===== config.mk =====
export PLATFORM = sky130hd
export DESIGN_NAME = simon_engine
export DESIGN_NICKNAME = d
export VERILOG_FILES = /design/src/rtl/simon_engine.sv
export SDC_FILE = /design/constraint.sdc
export NUM_CORES = 1
export LEC_CHECK = 0
export ABC_AREA = 1
export CAP_MARGIN = 15
export CORE_ASPECT_RATIO = 1.2
export CORE_MARGIN = 2
export CORE_UTILIZATION = 32
export DETAILED_ROUTE_END_ITERATION = 8
export DONT_BUFFER_PORTS = 1
export GPL_ROUTABILITY_DRIVEN = 0
export HOLD_SLACK_MARGIN = 0.1
export SLEW_MARGIN = 20
export SYNTH_ARGS = -nofsm -noshare
export SYNTH_HDL_FRONTEND = slang
export SYNTH_SLANG_ARGS = --single-unit
export TNS_END_PERCENT = 10

===== constraint.sdc =====
create_clock -name clk -period 2.66 [get_ports clk]
set_clock_uncertainty 0.2 [all_clocks]
set_input_delay 0.532 -clock clk [delete_from_list [all_inputs] [get_ports clk]]
set_output_delay 0.532 -clock clk [all_outputs]
set_load 0.01 [all_outputs]

===== src/rtl/simon_engine.sv =====
// rtl/simon_engine.sv - Simon game sequencer: LFSR-grown sequence, tick-timed playback, player checking.
// Optional player timeout in WAIT_IN is enabled by defining SIMON_TIMEOUT_EN.
`timescale 1ns/1ps
module simon_engine #(
  parameter int          NUM_BTNS      = 4,
  parameter int          MAX_LEN       = 32,
  parameter int          TICK_DIV      = 12500000,
  parameter int          ON_TICKS      = 2,
  parameter int          OFF_TICKS     = 1,
  parameter logic [15:0] LFSR_SEED     = 16'hACE1,
  parameter int          TIMEOUT_TICKS = 10,
  localparam int         NW            = $clog2(NUM_BTNS),
  localparam int         LW            = $clog2(MAX_LEN + 1)
) (
  input  logic                clk,
  input  logic                reset,
  input  logic [NUM_BTNS-1:0] btns,
  output logic                simon_turn,
  output logic [NW-1:0]       num,
  output logic                pressed,
  output logic [NUM_BTNS-1:0] leds,
  output logic                game_over,
  output logic                win,
  output logic [LW-1:0]       score
);

  localparam int AW    = (MAX_LEN > 1) ? $clog2(MAX_LEN) : 1;
  localparam int DW    = $clog2(TICK_DIV + 1);
  localparam int TMAX0 = (ON_TICKS > OFF_TICKS) ? ON_TICKS : OFF_TICKS;
  localparam int TMAX  = (TMAX0 > TIMEOUT_TICKS) ? TMAX0 : TIMEOUT_TICKS;
  localparam int TW    = $clog2(TMAX + 1);

  localparam logic [DW-1:0] DIV_LAST  = DW'(TICK_DIV - 1);
  localparam logic [TW-1:0] ON_LAST   = TW'(ON_TICKS - 1);
  localparam logic [TW-1:0] OFF_LAST  = TW'(OFF_TICKS - 1);
  localparam logic [LW-1:0] MAX_LEN_V = LW'(MAX_LEN);
  localparam logic [NW:0]   NB_EXT    = (NW + 1)'(NUM_BTNS);
`ifdef SIMON_TIMEOUT_EN
  localparam logic [TW-1:0] TO_LAST   = TW'(TIMEOUT_TICKS - 1);
`endif

  typedef enum logic [2:0] {
    S_ADD, S_PLAY_ON, S_PLAY_OFF, S_WAIT_IN, S_WAIT_REL, S_GAP, S_OVER, S_WIN
  } state_t;

  state_t        state;
  logic [15:0]   lfsr;
  logic [NW-1:0] mem [MAX_LEN];
  logic [LW-1:0] length, idx, idx_next;
  logic [DW-1:0] div, div_nxt;
  logic [TW-1:0] tick, tick_nxt;
  logic          prev_zero, div_last, on_done, off_done, btn_onehot, mem_we;
  logic [NW-1:0] btn_idx, sample;
  logic [NW:0]   s_ext;

  always_comb begin
    btn_onehot = (btns != '0) && ((btns & (btns - NUM_BTNS'(1))) == '0);
    btn_idx = '0;
    for (int i = 0; i < NUM_BTNS; i++)
      if (btns[i]) btn_idx = NW'(i);
    // Fold out-of-range LFSR samples back into the channel range.
    s_ext    = {1'b0, lfsr[NW-1:0]};
    sample   = (s_ext >= NB_EXT) ? NW'(s_ext - NB_EXT) : lfsr[NW-1:0];
    idx_next = idx + LW'(1);
    div_last = (div == DIV_LAST);
    div_nxt  = div_last ? '0 : div + DW'(1);
    tick_nxt = div_last ? tick + TW'(1) : tick;
    on_done  = div_last && (tick == ON_LAST);
    off_done = div_last && (tick == OFF_LAST);
    mem_we   = !reset && (state == S_ADD) && (length < MAX_LEN_V);
  end

  assign leds = pressed ? (NUM_BTNS'(1) << num) : '0;

  always_ff @(posedge clk) begin
    if (mem_we) mem[length[AW-1:0]] <= sample;
  end

  always_ff @(posedge clk or posedge reset) begin
    if (reset) begin
      state      <= S_ADD;
      lfsr       <= LFSR_SEED;
      length     <= '0;
      idx        <= '0;
      div        <= '0;
      tick       <= '0;
      prev_zero  <= 1'b0;
      simon_turn <= 1'b0;
      num        <= '0;
      pressed    <= 1'b0;
      game_over  <= 1'b0;
      win        <= 1'b0;
      score      <= '0;
    end else begin
      lfsr      <= lfsr[0] ? ((lfsr >> 1) ^ 16'hB400) : (lfsr >> 1);
      prev_zero <= (btns == '0);
      case (state)
        S_ADD: begin
          length     <= length + LW'(1);
          idx        <= '0;
          div        <= '0;
          tick       <= '0;
          simon_turn <= 1'b1;
          pressed    <= 1'b1;
          num        <= (length == '0) ? sample : mem[0];
          state      <= S_PLAY_ON;
        end
        S_PLAY_ON: begin
          if (on_done) begin
            div     <= '0;
            tick    <= '0;
            pressed <= 1'b0;
            state   <= S_PLAY_OFF;
          end else begin
            div  <= div_nxt;
            tick <= tick_nxt;
          end
        end
        S_PLAY_OFF: begin
          if (off_done) begin
            div  <= '0;
            tick <= '0;
            if (idx_next == length) begin
              idx        <= '0;
              simon_turn <= 1'b0;
              state      <= S_WAIT_IN;
            end else begin
              idx     <= idx_next;
              num     <= mem[idx_next[AW-1:0]];
              pressed <= 1'b1;
              state   <= S_PLAY_ON;
            end
          end else begin
            div  <= div_nxt;
            tick <= tick_nxt;
          end
        end
        S_WAIT_IN: begin
          pressed <= btn_onehot;
          if (btn_onehot) num <= btn_idx;
          // Only a fresh press (previous cycle all-zero) is compared.
          if (btn_onehot && prev_zero) begin
            div  <= '0;
            tick <= '0;
            if (btn_idx == mem[idx[AW-1:0]]) begin
              state <= S_WAIT_REL;
            end else begin
              game_over <= 1'b1;
              pressed   <= 1'b0;
              state     <= S_OVER;
            end
`ifdef SIMON_TIMEOUT_EN
          end else if (div_last && (tick == TO_LAST)) begin
            div       <= '0;
            tick      <= '0;
            game_over <= 1'b1;
            pressed   <= 1'b0;
            state     <= S_OVER;
          end else begin
            div  <= div_nxt;
            tick <= tick_nxt;
          end
`else
          end
`endif
        end
        S_WAIT_REL: begin
          if (btns == '0) begin
            pressed <= 1'b0;
            if (idx_next == length) begin
              idx   <= '0;
              score <= length;
              if (length == MAX_LEN_V) begin
                win   <= 1'b1;
                state <= S_WIN;
              end else begin
                state <= S_GAP;
              end
            end else begin
              idx   <= idx_next;
              state <= S_WAIT_IN;
            end
          end
        end
        S_GAP: begin
          if (off_done) begin
            div   <= '0;
            tick  <= '0;
            state <= S_ADD;
          end else begin
            div  <= div_nxt;
            tick <= tick_nxt;
          end
        end
        S_OVER, S_WIN: begin
          pressed <= 1'b0;
          if (btn_onehot && prev_zero) begin
            length    <= '0;
            idx       <= '0;
            score     <= '0;
            game_over <= 1'b0;
            win       <= 1'b0;
            state     <= S_ADD;
          end
        end
        default: state <= S_ADD;
      endcase
    end
  end

endmodule


==> impl_summary.log <==
INFO  metric run_status = finished, final reports clean
INFO  metric critical_path.reg2reg.startpoint = idx[0]$_DFFE_PP0P_
INFO  metric grt_setup_unrepaired = false
INFO  metric fp-row-count = 60
INFO  metric timing.critical_path.fanout_max = 18
INFO  metric p_sw = 0.950 mW
INFO  metric cts_root_buf = clkbuf_16
INFO  metric yosysWarningCount = 0
INFO  metric post_synth.cell_area_avg = 8.46 µm²
INFO  metric share_of_total_power_in_combinational_logic = less than 1%
INFO  metric synth_largest_type_area_fraction = 26.2%
INFO  metric post-cts-setup-buffers = 0
INFO  metric design.die.area = between 20,000 and 25,000 µm²
INFO  metric timing.setup.critical_path_class = flip-flop to flip-flop
INFO  metric grtUsageTotal = 16.2%
INFO  metric synth-async-reset-ratio = between 50% and 60%
INFO  metric timing.max_slew.rel_slack = a little over three fifths
INFO  metric synth-seq-cells = 136
INFO  metric holdPathEnd = lfsr[7]$_DFF_PP1_
INFO  metric yosysSeqAreaShare = about half
INFO  metric timing.hold.worst.class = flip-flop to flip-flop
INFO  metric postCtsResizedCells = 0
INFO  metric finalCriticalPeriod = 2.43 ns
INFO  metric final_layout_size_suffix_gt1_share = about an eighth
INFO  metric rr_worst_depth = 10
INFO  metric synth.net_count = a little under 900
INFO  metric drc_violation_count_after_routing = 0
INFO  metric cts_max_path_buffers = 2
INFO  metric critPathLaunchType = flip-flop
INFO  metric power.clock.fraction = 54.6%
INFO  metric antenna_cells = 0
INFO  metric synth.lib_cells_used.distinct = between 40 and 50
INFO  metric postRouteAntennaNets = 0
INFO  metric p_per_area = 580 nW/µm²
INFO  metric overflow_left_after_global_routing = 0
INFO  metric detailedRoute.firstPassIterationCount = 7
INFO  metric timing_max_transition_violations_final = 0
INFO  metric internal-power = roughly 4.0 mW
INFO  metric cp.required = between 2 and 3 ns
INFO  metric place.detailed.instances = approximately 1,100
INFO  metric fin_crit_share = 91.5%
INFO  metric min_path_cells = 0
INFO  metric max_freq = roughly 0.41 GHz
INFO  metric grt_start_max_net_pins = approximately 50
INFO  metric critical_path.endpoint_type = flip-flop
INFO  metric tritoncts = built
INFO  metric vias_per_std_cell = just over 5
INFO  metric chipHeight = ~170 µm
INFO  metric setup_tns = 0 ns
INFO  metric cap_viol_max_count = 0
INFO  metric numClockSinks = ~140
INFO  metric clkSlewWorstSetupHoldPaths = 0.06 ns
INFO  metric dr.first_iter.drc_count = ~510
INFO  metric core_region_area = 22,400 µm²
INFO  metric layoutNonFillerInstCount = between 1,000 and 1,500
INFO  metric initial_antenna_violation_count = 0
INFO  metric synth_most_common_cell = nand2_1
INFO  metric yosys.area.top_type = edfxtp_1
INFO  metric worst_ep_arrival_time = around 2.6 ns
INFO  metric power.static_leakage = between 3 and 4 nW
INFO  metric clock_insertion_delay_worst_skew = between 0.4 and 0.5 ns
INFO  metric placement.io_buffers = 0
INFO  metric io-pin-count = 22
INFO  metric p_seq_share = approximately 45%
INFO  metric syn_area = between 7000 and 8000 µm²
INFO  metric pre_cts_ws = about 0.26 ns
INFO  metric avgRoutedWirePerCell = 15.7 µm
INFO  metric worst_ir_drop_vdd = 0.374 mV
INFO  metric flow.area_growth_from_synthesis = 15.5%
INFO  metric synthCells = 866
INFO  metric p_sw_share = roughly a fifth
INFO  metric postLayoutSetupSlackWorst = around 0.23 ns
INFO  metric cts_htree_levels = 4
INFO  metric timing_hold_violations_final = 0
INFO  metric tightest_slew = between 0.5 and 0.6 ns
INFO  metric ys_dominant_reg_cell = edfxtp_1
INFO  metric grt_pass1_vias = 5,843
INFO  metric synth_enable_flop_cells = 64
INFO  metric fp.dieW = between 100 and 150 µm
INFO  metric routed_wl = 18,600 µm
INFO  metric synth_top_cells_by_count = 167 x nand2_1, 106 x nand3_1, 101 x nor2_1
INFO  metric num-nets-final = roughly 900
INFO  metric detailed_place_hpwl = 13,500 µm
INFO  metric worst_r2r_endpoint = num[0]$_DFFE_PP0P_
INFO  metric min_from = lfsr[8]$_DFF_PP0_
INFO  metric grt_pass1_wl = roughly 30,000 µm
INFO  metric number_of_buffers_created_by_cts = 17
INFO  metric dr_total_vias = slightly below 6,000
INFO  metric setup.reg_to_reg.worst_slack = 0.23 ns
INFO  metric initial_core_util = roughly 33%
INFO  metric ys_top_cells_by_area = edfxtp_1 26%, dfrtp_1 22%, nand2_1 8.6%, nand3_1 7.2%, nor2_1 5.2%
INFO  metric final-setup-viol-count = 0
[kinds of logic (layout without fill, tap and decap cells)]
logic type	Yosys count	after routing	synth area share, %
simple gates	436	436	27.0
flops	136	136	50.9
compound gates	133	133	10.3
buf+inv	131	167	7.55
xor+xnor	20	20	2.49
fa+ha+maj	9	9	1.54
mux	1	1	0.137
[worst max-delay path by stage]
stage / cells past startpoint / end / startpoint / slack [ns]
floorplan: 1 / div[0]$_DFFE_PP0P_ / reset / 0.12
global placement: 14 / div[14]$_DFFE_PP0P_ / btns[2] / 0.26
detailed placement: 11 / div[14]$_DFFE_PP0P_ / btns[1] / 0.26
CTS: 10 / num[0]$_DFFE_PP0P_ / idx[0]$_DFFE_PP0P_ / 0.26
global route: 12 / state[1]$_DFFE_PP0P_ / div[0]$_DFFE_PP0P_ / 0.02
finish: 10 / num[0]$_DFFE_PP0P_ / idx[0]$_DFFE_PP0P_ / 0.23
[sequential cells by signal, summed over array words and instances, names as in the netlist, 3 cells and up]
signal  count
mem        64
div        24
lfsr       16
idx         6
length      6
score       6
tick        4
state       3
[per-stage QoR]
step | hold slack, ns | power [mW] | util [%] | cell area, µm²
2_1_floorplan | 0.131 | 2.26 | - | 7330
3_3_place_gp | 0.134 | 2.27 | 34.6 | 7770
3_5_place_dp | 0.136 | 2.27 | 34.6 | 7770
4_1_cts | 0.150 | 4.96 | 37.7 | 8460
5_1_grt | 0.157 | 5.05 | 37.7 | 8460
6_report | 0.147 | 4.91 | 37.7 | 8460
[critical path, cell delays in order (launching register included)]
cell and delay, ns:
dfrtp_2 0.46, ha_1 0.43, buf_4 0.28, o21ai_0 0.12, o211ai_1 0.22, nand3_1 0.16, nand3_1 0.10, nand3_1 0.14
o211ai_1 0.12, nand2_1 0.06, o21ai_1 0.07
[cell type report]
type,instances,area [µm²]
Fill cell,2219,14000
Sequential cell,136,3730
Multi-Input combinational cell,599,3040
Clock buffer,17,425
Inverter,103,392
Tap cell,279,349
Timing Repair Buffer,32,268
Clock inverter,15,250
[power groups by stage]
stage | clock, mW | sequential, mW | combinational [mW]
4_1_cts | 2.73 | 2.19 | 0.0417
3_3_place_gp | 0 | 2.23 | 0.0401
5_1_grt | 2.82 | 2.19 | 0.0455
2_1_floorplan | 0 | 2.23 | 0.0272
3_5_place_dp | 0 | 2.23 | 0.0404
6_report | 2.68 | 2.19 | 0.0390
[cell usage in the layout, fill, tap and decap left out, drive strengths merged, types with 9 or more instances in the layout]
| cell | count |
|---|---|
| a21oi | 42 |
| buf | 31 |
| clkbuf | 17 |
| dfrtp | 64 |
| edfxtp | 64 |
| ha | 9 |
| inv | 104 |
| nand2 | 176 |
| nand3 | 109 |
| nand4 | 14 |
| nor2 | 110 |
| nor3 | 21 |
| o211ai | 13 |
| o21ai | 66 |
| xor2 | 19 |
[layer usage]
layer / vias up / wire length, µm / global-route usage, %
li1: 2953 / - / -
met1: 2800 / 7820 / 19.3
met2: 173 / 9210 / 27.8
met3: 41 / 932 / 3.70
met4: 0 / 603 / 7.22
met5: - / 0 / 0
[repair_timing]
action                                  in CTS  in global routing
endpoints found under the setup margin       0                  0
endpoints found under the hold margin       16                  0
hold buffers                                 1                  0
Power figures use the tool's default switching activity.
